<file path="config.mk">
export PLATFORM = sky130hd
export DESIGN_NAME = pipelined_addsub
export DESIGN_NICKNAME = d
export VERILOG_FILES = /design/src/rtl/addsub_pkg.sv /design/src/rtl/addsub_stage.sv /design/src/rtl/pipelined_addsub.sv
export SDC_FILE = /design/constraint.sdc
export NUM_CORES = 1
export LEC_CHECK = 0
export ABC_AREA = 0
export CORE_AREA = 8 8 116 118
export DETAILED_ROUTE_END_ITERATION = 6
export DIE_AREA = 0 0 124 126
export PLACE_DENSITY_LB_ADDON = 0.15
export SLEW_MARGIN = 10
export SYNTH_ARGS = -nofsm -noshare
export SYNTH_HDL_FRONTEND = slang
export SYNTH_SLANG_ARGS = --single-unit
export TNS_END_PERCENT = 5
</file>
<file path="constraint.sdc">
create_clock -name clk -period 4.34 [get_ports clk]
set_input_delay 0.868 -clock clk [delete_from_list [all_inputs] [get_ports clk]]
set_output_delay 0.868 -clock clk [all_outputs]
set_load 0.005 [all_outputs]
</file>
<file path="src/rtl/addsub_pkg.sv">
// Shared definitions for the pipelined adder/subtractor: stage count, slice
// geometry helpers and the packed status-flag bit order.
package addsub_pkg;

    // Packed status order: {NEG, ZERO, OVF, COUT} = bits 3..0
    localparam int unsigned FlagCout = 0;
    localparam int unsigned FlagOvf  = 1;
    localparam int unsigned FlagZero = 2;
    localparam int unsigned FlagNeg  = 3;
    localparam int unsigned NumFlags = 4;

    function automatic int unsigned stages(input int unsigned width, input int unsigned chunk);
        return width / chunk;
    endfunction

    // Bit index of the lowest bit of slice k
    function automatic int unsigned slice_lo(input int unsigned k, input int unsigned chunk);
        return k * chunk;
    endfunction

    // Operand bits still to be added when entering stage k
    function automatic int unsigned rem_width(input int unsigned width, input int unsigned chunk,
                                              input int unsigned k);
        return width - k * chunk;
    endfunction

endpackage

</file>
<file path="src/rtl/addsub_stage.sv">
// One CHUNK-bit slice of the pipelined adder: combinational add followed by
// sum/carry/partial-zero/valid registers that hold when en is low.
module addsub_stage #(
    parameter int unsigned CHUNK = 4
) (
    input  logic             clk,
    input  logic             rst,
    input  logic             en,
    input  logic             valid_prev,
    input  logic [CHUNK-1:0] a,
    input  logic [CHUNK-1:0] b,
    input  logic             cin,
    input  logic             zero_prev,
    output logic             valid,
    output logic [CHUNK-1:0] sum,
    output logic             cout,
    output logic             zero
);

    logic [CHUNK:0]   total;
    logic             valid_q;
    logic [CHUNK-1:0] sum_q;
    logic             cout_q;
    logic             zero_q;

    assign total = {1'b0, a} + {1'b0, b} + {{CHUNK{1'b0}}, cin};

    always_ff @(posedge clk or posedge rst) begin
        if (rst) begin
            valid_q <= 1'b0;
            sum_q   <= '0;
            cout_q  <= 1'b0;
            zero_q  <= 1'b0;
        end else if (en) begin
            valid_q <= valid_prev;
            sum_q   <= total[CHUNK-1:0];
            cout_q  <= total[CHUNK];
            // Accumulates zero-ness of this slice and every slice below it
            zero_q  <= zero_prev && (total[CHUNK-1:0] == '0);
        end
    end

    assign valid = valid_q;
    assign sum   = sum_q;
    assign cout  = cout_q;
    assign zero  = zero_q;

endmodule

</file>
<file path="src/rtl/pipelined_addsub.sv">
// Pipelined two's-complement adder/subtractor, one CHUNK-bit slice per stage,
// with a global-stall valid/ready handshake and status flags on the result.
module pipelined_addsub
    import addsub_pkg::*;
#(
    parameter int unsigned WIDTH = 16,
    parameter int unsigned CHUNK = 4
) (
    input  logic             clk,
    input  logic             rst,
    input  logic             in_valid,
    output logic             in_ready,
    input  logic [WIDTH-1:0] in_a,
    input  logic [WIDTH-1:0] in_b,
    input  logic             in_sub,
    input  logic             in_cin,
    output logic             out_valid,
    input  logic             out_ready,
    output logic [WIDTH-1:0] out_sum,
    output logic             out_cout,
    output logic             out_ovf,
    output logic             out_zero,
    output logic             out_neg
);

    localparam int unsigned STAGES = stages(WIDTH, CHUNK);
    localparam int unsigned LAST   = STAGES - 1;

    logic             en;
    logic [WIDTH-1:0] b_eff;
    logic             cin_eff;

    assign en       = !out_valid || out_ready;
    assign in_ready = en;
    assign b_eff    = in_sub ? ~in_b : in_b;
    assign cin_eff  = in_cin ^ in_sub;

    for (genvar k = 0; k < STAGES; k++) begin : g_stage
        localparam int unsigned RW = rem_width(WIDTH, CHUNK, k);
        localparam int unsigned AW = slice_lo(k, CHUNK);

        logic [RW-1:0]       rem_a;
        logic [RW-1:0]       rem_b;
        logic                c_prev;
        logic                z_prev;
        logic                v_prev;
        logic                valid_q;
        logic [CHUNK-1:0]    sum_q;
        logic                cout_q;
        logic                zero_q;
        // Sum slices finished so far, aligned with this stage's output
        logic [AW+CHUNK-1:0] acc;

        if (k == 0) begin : g_first
            assign rem_a  = in_a;
            assign rem_b  = b_eff;
            assign c_prev = cin_eff;
            assign z_prev = 1'b1;
            assign v_prev = in_valid;
            assign acc    = sum_q;
        end else begin : g_rest
            logic [RW-1:0] rem_a_q;
            logic [RW-1:0] rem_b_q;
            logic [AW-1:0] low_q;

            always_ff @(posedge clk or posedge rst) begin
                if (rst) begin
                    rem_a_q <= '0;
                    rem_b_q <= '0;
                    low_q   <= '0;
                end else if (en) begin
                    rem_a_q <= g_stage[k-1].rem_a[RW+CHUNK-1:CHUNK];
                    rem_b_q <= g_stage[k-1].rem_b[RW+CHUNK-1:CHUNK];
                    low_q   <= g_stage[k-1].acc;
                end
            end

            assign rem_a  = rem_a_q;
            assign rem_b  = rem_b_q;
            assign c_prev = g_stage[k-1].cout_q;
            assign z_prev = g_stage[k-1].zero_q;
            assign v_prev = g_stage[k-1].valid_q;
            assign acc    = {sum_q, low_q};
        end

        addsub_stage #(
            .CHUNK(CHUNK)
        ) u_stage (
            .clk       (clk),
            .rst       (rst),
            .en        (en),
            .valid_prev(v_prev),
            .a         (rem_a[CHUNK-1:0]),
            .b         (rem_b[CHUNK-1:0]),
            .cin       (c_prev),
            .zero_prev (z_prev),
            .valid     (valid_q),
            .sum       (sum_q),
            .cout      (cout_q),
            .zero      (zero_q)
        );
    end

    // Operand sign bits travel alongside the top slice for the overflow test
    logic a_msb_q;
    logic b_msb_q;

    always_ff @(posedge clk or posedge rst) begin
        if (rst) begin
            a_msb_q <= 1'b0;
            b_msb_q <= 1'b0;
        end else if (en) begin
            a_msb_q <= g_stage[LAST].rem_a[CHUNK-1];
            b_msb_q <= g_stage[LAST].rem_b[CHUNK-1];
        end
    end

    logic [NumFlags-1:0] flags;

    assign out_sum   = g_stage[LAST].acc;
    assign out_valid = g_stage[LAST].valid_q;

    always_comb begin
        flags           = '0;
        flags[FlagCout] = g_stage[LAST].cout_q;
        flags[FlagOvf]  = (a_msb_q == b_msb_q) && (out_sum[WIDTH-1] != a_msb_q);
        flags[FlagZero] = g_stage[LAST].zero_q;
        flags[FlagNeg]  = out_sum[WIDTH-1];
    end

    assign out_cout = flags[FlagCout];
    assign out_ovf  = flags[FlagOvf];
    assign out_zero = flags[FlagZero];
    assign out_neg  = flags[FlagNeg];

endmodule

</file>
==> results.toml, run 1 <==
[placement]
numPortBuffers = 59
globalplace.congestion = 0.762
hpwl_mm = 6.14

[synth]
synth-edff-count = 0
async_flop_share_pct = 100
yosysTopAreaCell = "dfrtp_1"
ys_warn_count = 0
synth_ff_type = "dfrtp_1"
synthesis.area_um2 = 4540
yosys.area.top_type_share_pct = 56.3
synth.area.top_cells = "dfrtp_1, nand2_1, ha_1"
ys_ff_latch = 102
ys_seq_area_share_pct = 56.3
syn_area_per_cell_um2 = 9.41
synthDistinctLibCells = 26
yosys-top-cells-count = "nand2_1, dfrtp_1, o21ai_0, buf_2, inv_1"
syn_inst = 482
synth_nets = 541
synth_most_common_cell = "nand2_1"

[clocking]
cts_sinks = 102
clock_path_buffers = 2
htreeDepth = 3
cts_hold_buf = 0
cts_made_buffers = 9
clk_pin_slew_ps = 60
cts.repair.resized = 0
cts_setup_buffers = 0
cts_tree = "built"
cts_root_buf = "clkbuf_16"
clk_latency_ps = 340

[global_route]
grt_usage_pct = 12.5
grt_max_degree = 106
grt-ovfl-total = 0
grt_pass1_vias = 3262
grt_pass1_wl_mm = 15.6
antenna_found_initial = 0

[power_and_ir_drop]
p_per_area_nw_per_um2 = 671
p_sw_mw = 1.30
p_leak_nw = 2.67
clkPwrFrac_pct = 20.0
power.total_mw = 3.69
comb_power_share_pct = 36.9
power_frac_seq_pct = 43.1
netSwitchingFraction_pct = 35.2
ir_worst_vdd_v = 0.000379
internal-power_mw = 2.39

[floorplanning]
fp.coreArea_um2 = 11700
io_pins = 60
start_util_pct = 38.7
rows = 40
die_w_um = 124
die_h_um = 126
die_area_um2 = 15600

[setup_path]
rr_endpoint = "g_stage[2].u_stage.zero$_DFFE_PP0P_"
worst-path-max-fanout = 2
path_cells = "clkdlybuf4s50_1 -> nor2b_4 -> inv_4 -> clkdlybuf4s50_1"
crit_arrival_ps = 2000
slowest_delay_ps = 450
rrSetupSlack_ps = 2480
start_kind = "input pin"
reg2reg_from = "g_stage[1].u_stage.cout$_DFFE_PP0P_"
crit_top_cell = "clkdlybuf4s50_1"
cp.required_ps = 3470
worst_path_max_delay_cell = "clkdlybuf4s50_1"
crit_type = "in -> out"
worst_setup_path_end_kind = "output pin"
reg2reg_depth = 7

[job]
drv_cap = 0

[status]
run_status = "completed"

[min_path]
hold_path.class = "reg -> reg"
worstHoldPathCells = 2
min_from = "g_stage[3].g_rest.low_q[0]$_DFFE_PP0P_"
hold_end = "g_stage[3].g_rest.low_q[0]$_DFFE_PP0P_"

[sta]
report.final.slew_viol_count = 0
tightest_slew_ps = 1020
period_share_pct = 66.2
worst_clock_skew_ps = 6.10
min_period_ps = 2870
setup-tns-final_ps = 0
slew_headroom_pct = 32.1
rsz0062_at_grt = "no"
finalSetupViolCount = 0
hold_viol_final = 0
max_clock_freq_ghz = 0.348

[detailed_routing]
wl_per_cell_um = 13.1
detail_route.wirelength_mm = 8.94
viasPerCell = 4.51
via_count = 3087
dr.pass1.iters = 4
ant_nets = 0
first_iter_violations = 179
drc = 0

[final_layout]
fillers = 1155
nets = 591
drive_gt1_share_pct = 4.84
utilization_pct = 46.9
seq_area_um2 = 2550
area_growth_pct = 21.1
diodes = 0
multi_input_area_um2 = 1790
## how the worst max path moves through the flow
stage | startpoint | endpoint | slack, ps | depth (start not counted)
after floorplan | rst | a_msb_q$_DFFE_PP0P_ | 800 | 1
after global placement | in_sub | g_stage[0].u_stage.sum[3]$_DFFE_PP0P_ | 1240 | 8
after detailed placement | in_sub | g_stage[0].u_stage.sum[3]$_DFFE_PP0P_ | 1130 | 8
after CTS | out_ready | in_ready | 1450 | 4
after global routing | out_ready | in_ready | 1420 | 4
final | out_ready | in_ready | 1470 | 4
## cells by family (layout without fill, tap and decap cells)
family                   Yosys count  in the layout  share of synthesized area (%)
AND/OR/NAND/NOR                  239            239                           20.4
AO/OA/AOI/OAI                     52             52                           6.70
multiplexers                       1              1                          0.248
buffers and inverters             42             97                           4.41
flip-flops                       102            102                           56.3
adder cells (fa/ha/maj)           21             21                           7.12
XOR/XNOR                          25             25                           4.83
## area by class of cell
class                           count  area share (%)
Sequential cell                   102            46.5
Multi-Input combinational cell    338            32.6
Clock buffer                       12            4.49
Tap cell                          147            3.35
Clock inverter                      4           0.410
Inverter                           17            1.25
Timing Repair Buffer               64            11.4
## sequential cells by signal, summed over array words and instances (netlist names)
name                    flops
g_stage.u_stage.valid       4
a_msb_q                     1
g_stage.g_rest.rem_b_q     24
g_stage.u_stage.cout        4
g_stage.g_rest.low_q       24
g_stage.g_rest.rem_a_q     24
b_msb_q                     1
g_stage.u_stage.sum        16
g_stage.u_stage.zero        4
## metal layers
layer	share of wire [%]	up-vias	routed length [µm]	track usage (%)
met5	0	-	0	0
met2	45	52	4000	18.6
met1	48	1409	4310	16.6
li1	-	1612	-	-
met3	4.9	14	435	2.86
met4	2.2	0	197	6.09
## power groups by stage
stage | Sequential (mW) | Clock (mW) | Combinational [mW]
after CTS | 1.60 | 0.763 | 1.40
after global routing | 1.65 | 0.792 | 1.59
after detailed placement | 1.61 | 0 | 1.39
after floorplan | 1.56 | 0 | 0.939
final | 1.59 | 0.737 | 1.36
after global placement | 1.61 | 0 | 1.36
## cells in the final DEF, fill, tap and decap left out
master	n
nand2_1	214
o31ai_1	1
inv_1	15
mux2_2	1
clkinvlp_4	1
a21o_1	3
nor3_1	2
a22o_1	3
o21ai_0	30
clkinv_2	3
inv_4	2
xor2_1	11
xnor2_1	14
nand2b_1	1
nand3_1	2
a21oi_1	12
clkdlybuf4s50_1	59
nor2b_4	2
a221oi_2	2
dfrtp_1	102
clkbuf_16	9
fa_1	8
nor2_1	14
a22oi_1	1
buf_4	5
clkbuf_1	2
nor2b_1	4
clkbuf_8	1
ha_1	13
## worst max-delay path: cells and delay by family
kind / cells / cell delay, ps
simple gates: 1 / 200
buf+inv: 3 / 940
## stage by stage
step	instance area, µm²	std cells	hold WS, ps	setup slack, ps
after floorplan	4540	482	430	797
after global placement	5230	668	446	1240
after detailed placement	5230	668	454	1130
after CTS	5490	684	470	1450
after global routing	5490	684	497	1420
final	5490	684	462	1470
Note: power is estimated with default switching activity, not from simulation.
==> run 2, diff against run 1 <==
==> constraint.sdc (replaced) <==
create_clock -name clk -period 2.9 [get_ports clk]
set_input_delay 0.58 -clock clk [delete_from_list [all_inputs] [get_ports clk]]
set_output_delay 0.58 -clock clk [all_outputs]
set_load 0.005 [all_outputs]
==> results.toml, run 2 (synthesis results as in run 1) <==
[power_and_ir_drop]
p_sw_mw = 1.95
p_leak_nw = 2.69
power_frac_seq_pct = 42.3
comb_power_share_pct = 36.2
p_per_area_nw_per_um2 = 1010
ir_worst_vdd_v = 0.000373
power.total_mw = 5.63
clkPwrFrac_pct = 21.5
netSwitchingFraction_pct = 34.6
internal-power_mw = 3.68

[setup_path]
cp.buffers_inverters = 2
worst_setup_path_end_kind = "flip-flop"
cp_top_family = "buffers and inverters"
worst_path_max_delay_cell = "clkdlybuf4s50_1"
slowest_delay_ps = 540
crit_type = "in -> reg"
worst-path-max-fanout = 15
start_kind = "input pin"
crit_arrival_ps = 2650
cp.required_ps = 3130
path_cells = "clkdlybuf4s50_1 -> buf_4 -> xor2_1 -> ha_1 -> a221oi_2 -> xnor2_1 -> mux2_2"

[placement]
globalplace.congestion = 0.790
post-place-ws_ps = 99.3
numPortBuffers = 59
place_inst = 668
hpwl_mm = 6.19

[final_layout]
final_cell_mix = "nand2_1, dfrtp_1, clkdlybuf4s50_1"
fin_cells = 684
diodes = 0
final_common_cell = "nand2_1"
fillers = 1196
largestRegisters = "g_stage.g_rest.low_q x24, g_stage.g_rest.rem_a_q x24, g_stage.g_rest.rem_b_q x24"
area_growth_pct = 22.7
drive_gt1_share_pct = 5.03
nets = 591

[sta]
setup-tns-final_ps = 0
hold_viol_final = 0
max_clock_freq_ghz = 0.414
tightest_slew_ps = 1010
min_period_ps = 2420
slew_headroom_pct = 32.8
report.final.slew_viol_count = 0
period_share_pct = 83.4
layout_setup_ws_ps = 483
finalSetupViolCount = 0
rsz0062_at_grt = "no"
worst_clock_skew_ps = 7.14

[clocking]
clock_path_buffers = 2
htreeDepth = 3
clk_latency_ps = 340
cts_made_buffers = 9
cts.repair.resized = 0
clk_pin_slew_ps = 70
cts_tree = "built"
cts_hold_buf = 0
cts_root_buf = "clkbuf_16"
cts_setup_buffers = 0
cts_sinks = 102

[global_route]
antenna_found_initial = 0
grt_max_degree = 106
grt_pass1_wl_mm = 15.3
grt_usage_pct = 12.2
grt-ovfl-total = 0
grt_pass1_vias = 3272

[floorplanning]
die_h_um = 126
die_area_um2 = 15600
io_pins = 60
fp.coreArea_um2 = 11700
die_w_um = 124
start_util_pct = 38.7
rows = 40

[status]
run_status = "completed"

[detailed_routing]
wl_per_cell_um = 13.0
via_count = 3107
ant_nets = 0
detail_route.wirelength_mm = 8.88
viasPerCell = 4.54
drc = 0
dr.pass1.iters = 4
first_iter_violations = 140

[min_path]
hold_path.class = "reg -> reg"

[job]
drv_cap = 0
[run 2: stage by stage]
step           hold slack, ps  area (µm²)  utilization (%)
6_report                  462        5570             47.5
2_1_floorplan             430        4540                -
3_5_place_dp              454        5260             44.9
5_1_grt                   490        5570             47.5
4_1_cts                   471        5570             47.5
3_3_place_gp              446        5260             44.9
[run 2: tightest hold or removal path: stages, from the launching register on]
cell	delay, ps
dfrtp_1	340
nand2_1	50
nand2_1	50
[run 2: layout make-up]
class	count	area [µm²]	share of cell area, %
inverters	17	70.1	1.26
well taps	147	184	3.30
clock inverters	5	58.8	1.06
clock buffers	11	243	4.36
repair buffers	64	666	12.0
flip-flops and latches	102	2550	45.9
multi-input cells	338	1790	32.2
[run 2: metal layers]
| metal | GRT usage [%] | part of all wire [%] | up-vias |
|---|---|---|---|
| li1 | - | - | 1604 |
| met1 | 15.7 | 48 | 1428 |
| met2 | 18.6 | 44 | 60 |
| met3 | 3.71 | 5.5 | 15 |
| met4 | 5.25 | 2.1 | 0 |
| met5 | 0 | 0 | - |
[run 2: power groups by stage]
stage	Sequential [mW]	Combinational (mW)	Clock, mW
after floorplan	2.33	1.41	0
after global placement	2.41	2.05	0
after detailed placement	2.42	2.10	0
after CTS	2.40	2.10	1.25
after global routing	2.46	2.37	1.30
final	2.38	2.04	1.21
[run 2: worst paths after layout]
kind                                                       from                                 endpoint  slack (ps)  cells past startpoint
hold / removal             g_stage[2].u_stage.valid$_DFFE_PP0P_     g_stage[2].u_stage.valid$_DFFE_PP0P_         460                      2
min in group asynchronous                                   rst   g_stage[3].g_rest.low_q[0]$_DFFE_PP0P_         650                      2
max in group asynchronous                                   rst  g_stage[3].g_rest.low_q[11]$_DFFE_PP0P_        1670                      3
setup / recovery                                         in_sub    g_stage[0].u_stage.sum[3]$_DFFE_PP0P_         480                      7
setup reg to reg            g_stage[1].u_stage.cout$_DFFE_PP0P_      g_stage[2].u_stage.zero$_DFFE_PP0P_        1050                      7
hold reg to reg            g_stage[2].u_stage.valid$_DFFE_PP0P_     g_stage[2].u_stage.valid$_DFFE_PP0P_         460                      2
==> run 3, diff against run 2 <==
==> constraint.sdc (replaced) <==
create_clock -name clk -period 2.13 [get_ports clk]
set_input_delay 0.426 -clock clk [delete_from_list [all_inputs] [get_ports clk]]
set_output_delay 0.426 -clock clk [all_outputs]
set_load 0.005 [all_outputs]
==> results.toml, run 3 (synthesis results as in run 1) <==
[final_layout]
final_cell_mix = "nand2_1, dfrtp_1, clkdlybuf4s50_1"
fin_area_um2 = 5630
area_growth_pct = 24.0
final_common_cell = "nand2_1"
nets = 598
diodes = 0
drive_gt1_share_pct = 6.43
largestRegisters = "g_stage.g_rest.low_q x24, g_stage.g_rest.rem_a_q x24, g_stage.g_rest.rem_b_q x24"

[detailed_routing]
viasPerCell = 4.60
dr_wl_met3_um = 479
route.layer.met1.wl_mm = 4.35
dr.max_layer_used = "met4"
wl_per_cell_um = 13.1
ant_nets = 0
detail_route.wirelength_mm = 9.04
met2_length_mm = 4.13
first_iter_violations = 191
drc = 0
via_count = 3181
dr.pass1.iters = 4

[placement]
globalplace.congestion = 0.754
numPortBuffers = 59
hpwl_mm = 6.40
post-place-ws_ps = -466
dpl_cell_area_um2 = 5330

[min_path]
hold_path.class = "in -> async"

[global_route]
grt_max_degree = 106
grt_usage_pct = 12.5
grt_pass1_wl_mm = 15.6
grt-ovfl-total = 0
grt_pass1_vias = 3276
antenna_found_initial = 0

[floorplanning]
die_area_um2 = 15600
die_h_um = 126
io_pins = 60
die_w_um = 124
start_util_pct = 38.7
rows = 40
fp.coreArea_um2 = 11700

[sta]
rsz0062_at_grt = "no"
period_share_pct = 96.0
worst_clock_skew_ps = 7.02
slew_headroom_pct = 71.6
setup-tns-final_ps = 0
hold_viol_final = 0
report.final.slew_viol_count = 0
min_period_ps = 2050
max_clock_freq_ghz = 0.489
finalSetupViolCount = 0
holdWs_ps = 397
tightest_slew_ps = 426
layout_setup_ws_ps = 84.7

[clocking]
cts_sinks = 102
cts_root_buf = "clkbuf_16"
cts_made_buffers = 9
cts_tree = "built"
htreeDepth = 3
clock_path_buffers = 2
clk_latency_ps = 340
clk_pin_slew_ps = 60
cts_hold_buf = 0

[setup_path]
crit_type = "in -> reg"
reg2reg_depth = 7
worst_setup_path_end_kind = "flip-flop"
cp.required_ps = 2370
reg2reg_from = "g_stage[1].u_stage.cout$_DFFE_PP0P_"
crit_arrival_ps = 2280
rrSetupSlack_ps = 260
worst-path-max-fanout = 2
start_kind = "input pin"
rr_endpoint = "g_stage[2].u_stage.zero$_DFFE_PP0P_"

[power_and_ir_drop]
p_leak_nw = 2.73
p_per_area_nw_per_um2 = 1360
ir_worst_vdd_v = 0.000532

[status]
run_status = "completed"

[job]
drv_cap = 0
run 3: changes by cell type in the layout (fill, tap and decap cells not counted), moves of 2 or more:
cell / before / now
buf_12: 3 / 5
buf_4: 2 / 7
clkinv_2: 1 / 4
clkinvlp_4: 3 / 1
fa_1: 8 / 6
fa_2: 0 / 2
run 3: how the worst max path moves through the flow:
stage	to	startpoint	slack [ps]
floorplan	g_stage[0].u_stage.zero$_DFFE_PP0P_	in_sub	-160
global placement	g_stage[0].u_stage.zero$_DFFE_PP0P_	in_sub	-360
detailed placement	g_stage[0].u_stage.zero$_DFFE_PP0P_	in_sub	-470
CTS	g_stage[0].u_stage.zero$_DFFE_PP0P_	in_b[0]	0.1
global route	g_stage[0].u_stage.zero$_DFFE_PP0P_	in_b[0]	6
finish	g_stage[0].u_stage.zero$_DFFE_PP0P_	in_b[0]	80
run 3: worst max-delay path: stages:
cell and delay (ps):
clkdlybuf4s50_1 420, xnor2_1 160, fa_2 390, fa_2 370
xor2_1 190, nand3_1 100, o31ai_1 220
run 3: layout make-up:
class                      count  area [µm²]
timing repair buffer          71         742
sequential                   102        2550
multi-input combinational    338        1800
fill                        1138        6080
clock buffer                  11         233
inverter                      17        70.1
clock inverter                 5        50.0
tap                          147         184
run 3: where the power goes:
part / switching [mW] / leakage [nW] / internal (mW) / total (mW)
registers: 0.465 / 1.24 / 2.78 / 3.24
logic: 1.51 / 1.35 / 1.33 / 2.84
clock network: 0.678 / 0.143 / 0.903 / 1.58
total: 2.65 / 2.73 / 5.01 / 7.66
run 3: timing repair:
| item | CTS | global route |
|---|---|---|
| buffers inserted | 2 | 0 |
| endpoints found under the hold margin | 0 | 0 |
| pin swaps | 1 | 0 |
| gates resized for setup | 2 | 2 |
| endpoints found under the setup margin | 2 | 2 |
run 3: stage by stage:
stage          cells  total power, mW  utilization [%]
2_1_floorplan    482             5.09                -
3_3_place_gp     673             6.09             45.5
3_5_place_dp     673             6.18             45.5
4_1_cts          691             7.82             48.0
5_1_grt          691             8.35             48.1
6_report         691             7.66             48.1
run 3: routing by layer:
metal | GRT usage [%] | vias up
met5 | 0 | -
met1 | 16.1 | 1498
li1 | - | 1629
met2 | 19.1 | 48
met3 | 3.71 | 6
met4 | 5.04 | 0
